--- config.mk ---
export PLATFORM = sky130hd
export DESIGN_NAME = regfile_sb_flat
export DESIGN_NICKNAME = d
export VERILOG_FILES = /design/src/rtl/regfile_sb_if.sv /design/src/rtl/regfile_sb.sv /design/src/flat_wrapper.sv
export SDC_FILE = /design/constraint.sdc
export NUM_CORES = 2
export LEC_CHECK = 0
export CAP_MARGIN = 40
export CORE_MARGIN = 2
export CORE_UTILIZATION = 40
export CTS_BUF_LIST = sky130_fd_sc_hd__clkbuf_4
export DETAILED_ROUTE_END_ITERATION = 10
export GPL_ROUTABILITY_DRIVEN = 0
export PLACE_DENSITY_LB_ADDON = 0.1
export SLEW_MARGIN = 20
export SYNTH_ARGS = -nofsm -noshare
export SYNTH_HDL_FRONTEND = slang
export SYNTH_SLANG_ARGS = --single-unit
--- constraint.sdc ---
create_clock -name clk -period 3.6 [get_ports clk]
set_input_delay 0.54 -clock clk [delete_from_list [all_inputs] [get_ports clk]]
set_output_delay 0.54 -clock clk [all_outputs]
set_load 0.005 [all_outputs]
--- src/rtl/regfile_sb_if.sv ---
// regfile_sb_if: writeback, decode-read and issue signals between the pipeline and regfile_sb
interface regfile_sb_if;
    logic [31:0] wb_data;
    logic [4:0]  wb_addr;
    logic        wb_we;
    logic [4:0]  rs_addr;
    logic [4:0]  rt_addr;
    logic        rs_use;
    logic        rt_use;
    logic        issue_we;
    logic [4:0]  issue_addr;
    logic [31:0] rs_data;
    logic [31:0] rt_data;
    logic        stall;
    logic        sb_err;

    modport master (
        output wb_data, wb_addr, wb_we, rs_addr, rt_addr, rs_use, rt_use, issue_we, issue_addr,
        input  rs_data, rt_data, stall, sb_err
    );

    modport slave (
        input  wb_data, wb_addr, wb_we, rs_addr, rt_addr, rs_use, rt_use, issue_we, issue_addr,
        output rs_data, rt_data, stall, sb_err
    );
endinterface

--- src/rtl/regfile_sb.sv ---
// regfile_sb: 32x32 register file with per-register pending-write scoreboard; REGFILE_BYPASS_EN enables wb-to-read forwarding
module regfile_sb #(
    parameter int NREG    = 32,
    parameter int MAXPEND = 3
) (
    input logic         clk,
    input logic         rst_n,
    regfile_sb_if.slave bus
);
    logic [31:0] regs [NREG];
    logic [1:0]  pend [NREG];
    logic        sb_err_q;
    logic        wb_nz;
    logic        inc;
    logic        dec;
    logic        byp_rs;
    logic        byp_rt;
    logic        hz_rs;
    logic        hz_rt;
    logic        full;

    assign wb_nz = bus.wb_we && bus.wb_addr != 5'd0;
    assign dec   = wb_nz && pend[bus.wb_addr] != 2'd0;
    assign inc   = bus.issue_we && !bus.stall && bus.issue_addr != 5'd0;

    // Hazard detection, forwarding and operand selection
    always_comb begin
`ifdef REGFILE_BYPASS_EN
        byp_rs      = wb_nz && bus.wb_addr == bus.rs_addr && pend[bus.rs_addr] == 2'd1;
        byp_rt      = wb_nz && bus.wb_addr == bus.rt_addr && pend[bus.rt_addr] == 2'd1;
        bus.rs_data = (wb_nz && bus.wb_addr == bus.rs_addr) ? bus.wb_data : regs[bus.rs_addr];
        bus.rt_data = (wb_nz && bus.wb_addr == bus.rt_addr) ? bus.wb_data : regs[bus.rt_addr];
`else
        byp_rs      = 1'b0;
        byp_rt      = 1'b0;
        bus.rs_data = regs[bus.rs_addr];
        bus.rt_data = regs[bus.rt_addr];
`endif
        hz_rs      = bus.rs_use && pend[bus.rs_addr] != 2'd0 && !byp_rs;
        hz_rt      = bus.rt_use && pend[bus.rt_addr] != 2'd0 && !byp_rt;
        full       = bus.issue_we && pend[bus.issue_addr] == 2'(MAXPEND) && !(dec && bus.wb_addr == bus.issue_addr);
        bus.stall  = hz_rs || hz_rt || full;
        bus.sb_err = sb_err_q;
    end

    // Commit writebacks; register 0 is never written so it always reads 0
    always_ff @(posedge clk or negedge rst_n) begin
        if (!rst_n) begin
            for (int i = 0; i < NREG; i++) regs[i] <= '0;
        end else if (wb_nz) begin
            regs[bus.wb_addr] <= bus.wb_data;
        end
    end

    // Pending counters: issue increments, matching writeback decrements, both together cancel
    always_ff @(posedge clk or negedge rst_n) begin
        if (!rst_n) begin
            for (int i = 0; i < NREG; i++) pend[i] <= '0;
        end else begin
            for (int i = 1; i < NREG; i++) begin
                if (inc && bus.issue_addr == 5'(i) && !(dec && bus.wb_addr == 5'(i)))
                    pend[i] <= pend[i] + 2'd1;
                else if (dec && bus.wb_addr == 5'(i) && !(inc && bus.issue_addr == 5'(i)))
                    pend[i] <= pend[i] - 2'd1;
            end
        end
    end

    // Sticky flag for a writeback to a register with no write in flight
    always_ff @(posedge clk or negedge rst_n) begin
        if (!rst_n)
            sb_err_q <= 1'b0;
        else if (wb_nz && pend[bus.wb_addr] == 2'd0)
            sb_err_q <= 1'b1;
    end
endmodule

--- src/flat_wrapper.sv ---
// flat-port wrapper written by rule: the top's interface ports become plain ports
module regfile_sb_flat 
#(
    parameter int NREG    = 32,
    parameter int MAXPEND = 3
)
  (clk, rst_n, bus_wb_data, bus_wb_addr, bus_wb_we, bus_rs_addr, bus_rt_addr, bus_rs_use, bus_rt_use, bus_issue_we, bus_issue_addr, bus_rs_data, bus_rt_data, bus_stall, bus_sb_err);
  regfile_sb_if bus_i ();
  input logic clk;
  input logic rst_n;
  input wire logic [$bits(bus_i.wb_data)-1:0] bus_wb_data;
  input wire logic [$bits(bus_i.wb_addr)-1:0] bus_wb_addr;
  input wire logic [$bits(bus_i.wb_we)-1:0] bus_wb_we;
  input wire logic [$bits(bus_i.rs_addr)-1:0] bus_rs_addr;
  input wire logic [$bits(bus_i.rt_addr)-1:0] bus_rt_addr;
  input wire logic [$bits(bus_i.rs_use)-1:0] bus_rs_use;
  input wire logic [$bits(bus_i.rt_use)-1:0] bus_rt_use;
  input wire logic [$bits(bus_i.issue_we)-1:0] bus_issue_we;
  input wire logic [$bits(bus_i.issue_addr)-1:0] bus_issue_addr;
  output wire logic [$bits(bus_i.rs_data)-1:0] bus_rs_data;
  output wire logic [$bits(bus_i.rt_data)-1:0] bus_rt_data;
  output wire logic [$bits(bus_i.stall)-1:0] bus_stall;
  output wire logic [$bits(bus_i.sb_err)-1:0] bus_sb_err;
  assign bus_i.wb_data = bus_wb_data;
  assign bus_i.wb_addr = bus_wb_addr;
  assign bus_i.wb_we = bus_wb_we;
  assign bus_i.rs_addr = bus_rs_addr;
  assign bus_i.rt_addr = bus_rt_addr;
  assign bus_i.rs_use = bus_rs_use;
  assign bus_i.rt_use = bus_rt_use;
  assign bus_i.issue_we = bus_issue_we;
  assign bus_i.issue_addr = bus_issue_addr;
  assign bus_rs_data = bus_i.rs_data;
  assign bus_rt_data = bus_i.rt_data;
  assign bus_stall = bus_i.stall;
  assign bus_sb_err = bus_i.sb_err;
  regfile_sb #(.NREG(NREG), .MAXPEND(MAXPEND)) u_core (.clk(clk), .rst_n(rst_n), .bus(bus_i));
endmodule
Word-level counts from Yosys, hierarchy flattened
Cells that the tools add are included.
- flip-flop bits (word level): 1087
- latch bits: 0
- memory bits (writable): 0
- memory bits (read-only): 0
- input port bits: 58
- output and inout bits: 66
- logic and storage cells: 520
- memories kept: 0
- $add $sub $neg: 62
- $mul: 0
- divide/modulo/power cells: 0
- order comparisons: 5
- eq/ne operators: 64
- shift-type cells: 0
- muxes and demuxes: 83
- bitwise gates (word level): 4
- reduce and logical (&&, ||, !) cells: 238
- operator list (operator ; number):
    $bwmux W1024 ; 1
    $bmux W32 S5 ; 2
    $demux W32 S5 ; 1
    $eq A5 B5 Y1 const B ; 32
    $mux W32 ; 5
    $mux W2 ; 70
    $logic_and A1 B1 Y1 ; 135
    $eq A5 B4 Y1 const B ; 16
    $reduce_bool A2 Y1 ; 34
    $logic_not A1 Y1 ; 64
    $add A2 B1 Y2 const B ; 31
    $sub A2 B1 Y2 const B ; 31
    $bmux W2 S5 ; 4
    $eq A5 B3 Y1 const B ; 8
    $ge A6 B6 Y1 const B ; 4
    $not A5 Y6 ; 4
    $eq A5 B2 Y1 const B ; 4
    $eq A5 B1 Y1 const B ; 2
    $reduce_bool A5 Y1 ; 2
    $lt A6 B1 Y1 const B ; 1
    $eq A5 B5 Y1 ; 1
    $eq A2 B2 Y1 const B ; 1
    $logic_not A2 Y1 ; 1
    $logic_or A1 B1 Y1 ; 2

Longest topological paths before layout
- word-level depth: 18
- mapped depth: 14
- mapped depth without buffers: 10

Worst setup path after synthesis
No wires, ideal clock.
- path type: input port to output port
- start point: in bus_rs_addr[1]
- end point: out bus_rs_data[13]
- arrival time: 2522 ps
- data required time: 3060 ps
- path slack: 538 ps
- stages: 7
- path buffers: 4
- cells stage by stage: buf_2 > buf_2 > buf_2 > buf_1 > mux4_2 > mux4_2 > mux2_2
- word-level cells in the longest chain between the ends: 4
- RTL lines (item ; line ; RTL):
    from (decl) ; flat_wrapper.sv:14 ; input wire logic [$bits(bus_i.rs_addr)-1:0] bus_rs_addr;
    $not A5 Y6 (implied by the code) ; regfile_sb.sv:36 ; bus.rs_data = regs[bus.rs_addr];
    $bmux W32 S5 ; regfile_sb.sv:36 ;
    $mux W32 (implied by the code) (2 in series) ; regfile_sb.sv:36 ;
    to (decl) ; flat_wrapper.sv:20 ; output wire logic [$bits(bus_i.rs_data)-1:0] bus_rs_data;
No other way between the ends. The select of a mux whose other input is x is not followed.

Worst setup path in the final report
- start point: reg u_core.pend[17] (netlist bit)
- end point: out bus_stall
- word-level cells in the longest chain between the ends: 9
- elaborated cells between the ends (all ways): 25
- classes of those cells: eq/ne (1); mux (12); reduce/logical (12)
- RTL lines (item ; line ; RTL):
    from (decl) ; regfile_sb.sv:11 ; logic [1:0] pend [NREG];
    from (signal, indexed assignment) ; regfile_sb.sv:62 ; pend[i] <= pend[i] + 2'd1;
    from (signal, indexed assignment) ; regfile_sb.sv:64 ; pend[i] <= pend[i] - 2'd1;
    $bmux W2 S5 ; regfile_sb.sv:23 ; assign dec = wb_nz && pend[bus.wb_addr] != 2'd0;
    $mux W2 (implied by the code) (2 in series) ; regfile_sb.sv:23 ;
    $reduce_bool A2 Y1 ; regfile_sb.sv:23 ;
    $logic_and A1 B1 Y1 ; regfile_sb.sv:23 ;
    $logic_and A1 B1 Y1 ; regfile_sb.sv:41 ; full = bus.issue_we && pend[bus.issue_addr] == 2'(MAXPEND) && !(dec && bus.wb_addr == bus.issue_addr);
    $logic_not A1 Y1 ; regfile_sb.sv:41 ;
    $logic_and A1 B1 Y1 ; regfile_sb.sv:41 ;
    $logic_or A1 B1 Y1 * ; regfile_sb.sv:42 ; bus.stall = hz_rs || hz_rt || full;
    to (decl) ; flat_wrapper.sv:22 ; output wire logic [$bits(bus_i.stall)-1:0] bus_stall;
Every way passes the cells marked *; elsewhere a longest branch is shown, timed or not. The select of a mux whose other input is x is not followed.

==> metrics.csv <==
stage;metric;value;unit
run_status;status;complete, but fails checks;
run_status;violations;setup timing;
sta;finalSetupViolations;29;
sta;max_slew_margin;47.6;%
layout;nets;4212;
clock_tree;cts-root-buf;clkbuf_4;
critical_path;reg2reg_to;u_core.pend[51];
run;maxCapViolations;0;
logic_synthesis;yosys.area_share.simple;2.28;%
logic_synthesis;synthAdderAreaFrac;0.657;%
layout;stdcell_count;6239;
placed_design;dp_cells;5615;
detailed_routing;first_pass_iters;5;
clock_tree;clockBufferDepth;4;
logic_synthesis;ys.flop_type;dfrtp_1;
layout;synthToLayoutAreaGrowth;18.6;%
global_route;grt_pass1_vias;41500;
worst_hold_path;hold_end;u_core.regs[944];
layout;final_layout_size_suffix_gt1_share;63.0;%
logic_synthesis;yosys.area.top_type;dfrtp_1;
critical_path;path_class;reg2out;
logic_synthesis;syn_area_per_cell;15.9;um^2
detailed_routing;vias;37800;
power;pwr-share-clk;29.7;%
global_route;grt_pass1_wl;282000;um
placed_design;numPortBuffers;123;
floorplan;top_level_ports;124;
critical_path;worst-path-max-fanout;3;
placed_design;dpl_cell_area;64900;um^2
placed_design;dpl.hpwl;112000;um
detailed_routing;wl_per_cell;30.5;um
logic_synthesis;synthArstFlopShare;100;%
sta;tns;-1730;ps
clock_tree;cts_sinks;1087;
worst_hold_path;hp-start;bus_wb_data[16];
sta;drv_slew;0;
detailed_routing;drc_errors;0;
sta;hold_viol_final;0;
logic_synthesis;ys_ff_latch;1087;
logic_synthesis;synth_top_family_by_area;multiplexers;
floorplan;die_h;388;um
critical_path;rr_startpoint;u_core.pend[4];
critical_path;r2r.worst_path.cells;11;
clock_tree;h-tree-depth;5;
power;combPwrFrac;25.8;%
logic_synthesis;synth_most_common_cell;dfrtp_1;
clock_tree;clk_latency;1240;ps
power;seq_power_share;44.4;%
power;switchingPower;11.1;mW
floorplan;coreArea;146000;um^2
detailed_routing;viasPerCell;6.06;
layout;fillerInstances;12600;
power;power_density;544;nW/um^2
critical_path;critical_path_arrival;3310;ps
logic_synthesis;yosys_warnings;2;
clock_tree;cts_made_buffers;329;
critical_path;crit_path_end_kind;output pin;
global_route;antenna_found_initial;7;
sta;fmax;260;MHz
sta;period_share;107;%
logic_synthesis;synthMuxAreaShare;45.8;%
power;finalPower;38.1;mW
sta;rsz0062_at_grt;true;
detailed_routing;drtIter0Drc;2374;
logic_synthesis;syn_area;59000;um^2
logic_synthesis;synth_edf_count;0;
power;internal-power;26.9;mW
global_route;overflow;0;
layout;fin_area;70000;um^2
global_route;grt_max_degree;127;
floorplan;die_area;151000;um^2
clock_tree;clk_pin_slew;60;ps
sta;finalClockSkew;43.1;ps
logic_synthesis;yosysSeqAreaShare;46.1;%
logic_synthesis;synth.top_cell.area_share;46.1;%
floorplan;die_w;388;um
worst_hold_path;hold_class;in2reg;
power;netSwitchingFraction;29.2;%
logic_synthesis;netlist_top_cells_count;dfrtp_1, mux2_2, mux4_2, clkbuf_1, buf_2;
detailed_routing;drt-total-wl;190000;um
floorplan;rows;140;
sta;finalCriticalPeriod;3850;ps
power;vdd_ir_drop_max;0.000264;V
logic_synthesis;syn-num-nets;3794;
logic_synthesis;synth_cells;3705;
logic_synthesis;ys_top_cells_by_area;dfrtp_1, mux4_2, mux2_2;
clock_tree;cts_tree;yes;
power;p_leak;30.5;nW
sta;layout_setup_ws;-248;ps
worst_hold_path;min_path_cells;2;
critical_path;cp-startpoint;u_core.pend[17];
critical_path;ff2ff_setup_slack;460;ps
placed_design;place_ws;-247;ps
critical_path;required;3060;ps
detailed_routing;ant_nets;0;
logic_synthesis;synth_compound_area_share;0.632;%
sta;tightest_slew;786;ps
critical_path;critical_path.startpoint_type;flop;
global_route;grt.total_usage;25.6;%
floorplan;start_util;40.4;%
logic_synthesis;ys_types;59;
logic_synthesis;synth-xor-area-share;1.45;%
state kept, by name, summed over array words and instances, names as in the netlist:
register           flops
u_core.pend           62
u_core.regs         1024
u_core.bus.sb_err      1
power groups by stage:
| stage | clock network [mW] | registers, mW | logic (mW) |
|---|---|---|---|
| finish | 11.3 | 16.9 | 9.83 |
| global route | 12.4 | 17.2 | 10.5 |
| CTS | 11.7 | 16.8 | 9.82 |
| detailed placement | 0 | 17.1 | 9.09 |
| global placement | 0 | 16.8 | 8.86 |
| floorplan | 0 | 16.3 | 6.49 |
cell usage in the layout, fill, tap and decap left out, types with 4 or more instances in the layout:
cell,Yosys,layout
nor3_2,5,10
clkinv_1,0,46
mux2i_1,14,14
mux2_4,0,64
xnor2_1,34,34
dlygate4sd3_1,0,8
buf_12,0,122
nand3_1,46,46
a211o_1,4,4
nor2_1,94,69
buf_8,0,31
nor2_4,0,18
inv_1,8,7
nor2b_1,5,5
inv_2,0,4
mux4_2,659,663
nor3_1,44,39
clkdlybuf4s50_1,0,48
a21oi_1,10,10
mux2_2,1057,993
nand2b_1,9,9
ha_1,31,31
xor2_1,64,64
nand2_1,47,32
clkbuf_4,0,467
diode_2,0,11
nor2_2,0,7
dfrtp_1,1087,1073
nand2_4,0,15
buf_4,9,197
nor3b_1,6,6
dfrtp_2,0,14
buf_6,4,95
nand4_1,5,5
nor4_1,4,4
metrics by stage:
stage                     hold WS, ps  utilization (%)
after floorplan                   244                -
after global placement            376             44.2
after detailed placement          383             44.5
after CTS                        7.13             47.7
after global routing            -23.7             47.9
final                            84.6             47.9
kinds of logic after synthesis:
group                    after synthesis
multiplexers                        1735
flip-flops                          1087
buffers and inverters                424
AND/OR/NAND/NOR                      281
XOR/XNOR                              98
AO/OA/AOI/OAI                         49
adder cells (fa/ha/maj)               31
layout make-up:
cell class | instances | area [um^2] | area share, %
flip-flops and latches | 1087 | 27200 | 38.9
multi-input cells | 2194 | 30500 | 43.6
diodes | 11 | 27.5 | 0.0393
clock inverters | 52 | 223 | 0.318
inverters | 8 | 35.0 | 0.0501
well taps | 1917 | 2400 | 3.43
repair buffers | 503 | 6050 | 8.64
clock buffers | 467 | 3510 | 5.01
repair_timing:
action	in CTS	in global routing
setup buffers	63	11
endpoints found under the hold margin	934	0
pin swaps	7	2
hold buffers	9	0
gates resized for setup	433	15
endpoints found under the setup margin	65	65
per-layer routing:
metal	wire length, um	GRT usage [%]	part of all wire, %
met5	13	0	0.0068
met4	7170	10.3	3.8
met3	10100	4.38	5.3
met2	92600	41.5	49
met1	80400	34.4	42
worst max-delay path: stages (launching register included):
cell and delay, ps:
dfrtp_1 420, mux4_2 470, mux4_2 490, o21ai_2 90
a2bb2oi_2 80, or3b_1 370, buf_2 140
how the worst max path moves through the flow:
stage                            endpoint  slack, ps  cells after the start
after CTS                       bus_stall       -380                      6
after detailed placement        bus_stall       -250                      8
after global routing            bus_stall       -450                      8
after global placement          bus_stall       -210                      8
final                           bus_stall       -250                      6
after floorplan           bus_rs_data[13]        540                      7
(Power assumes the default switching activity.)
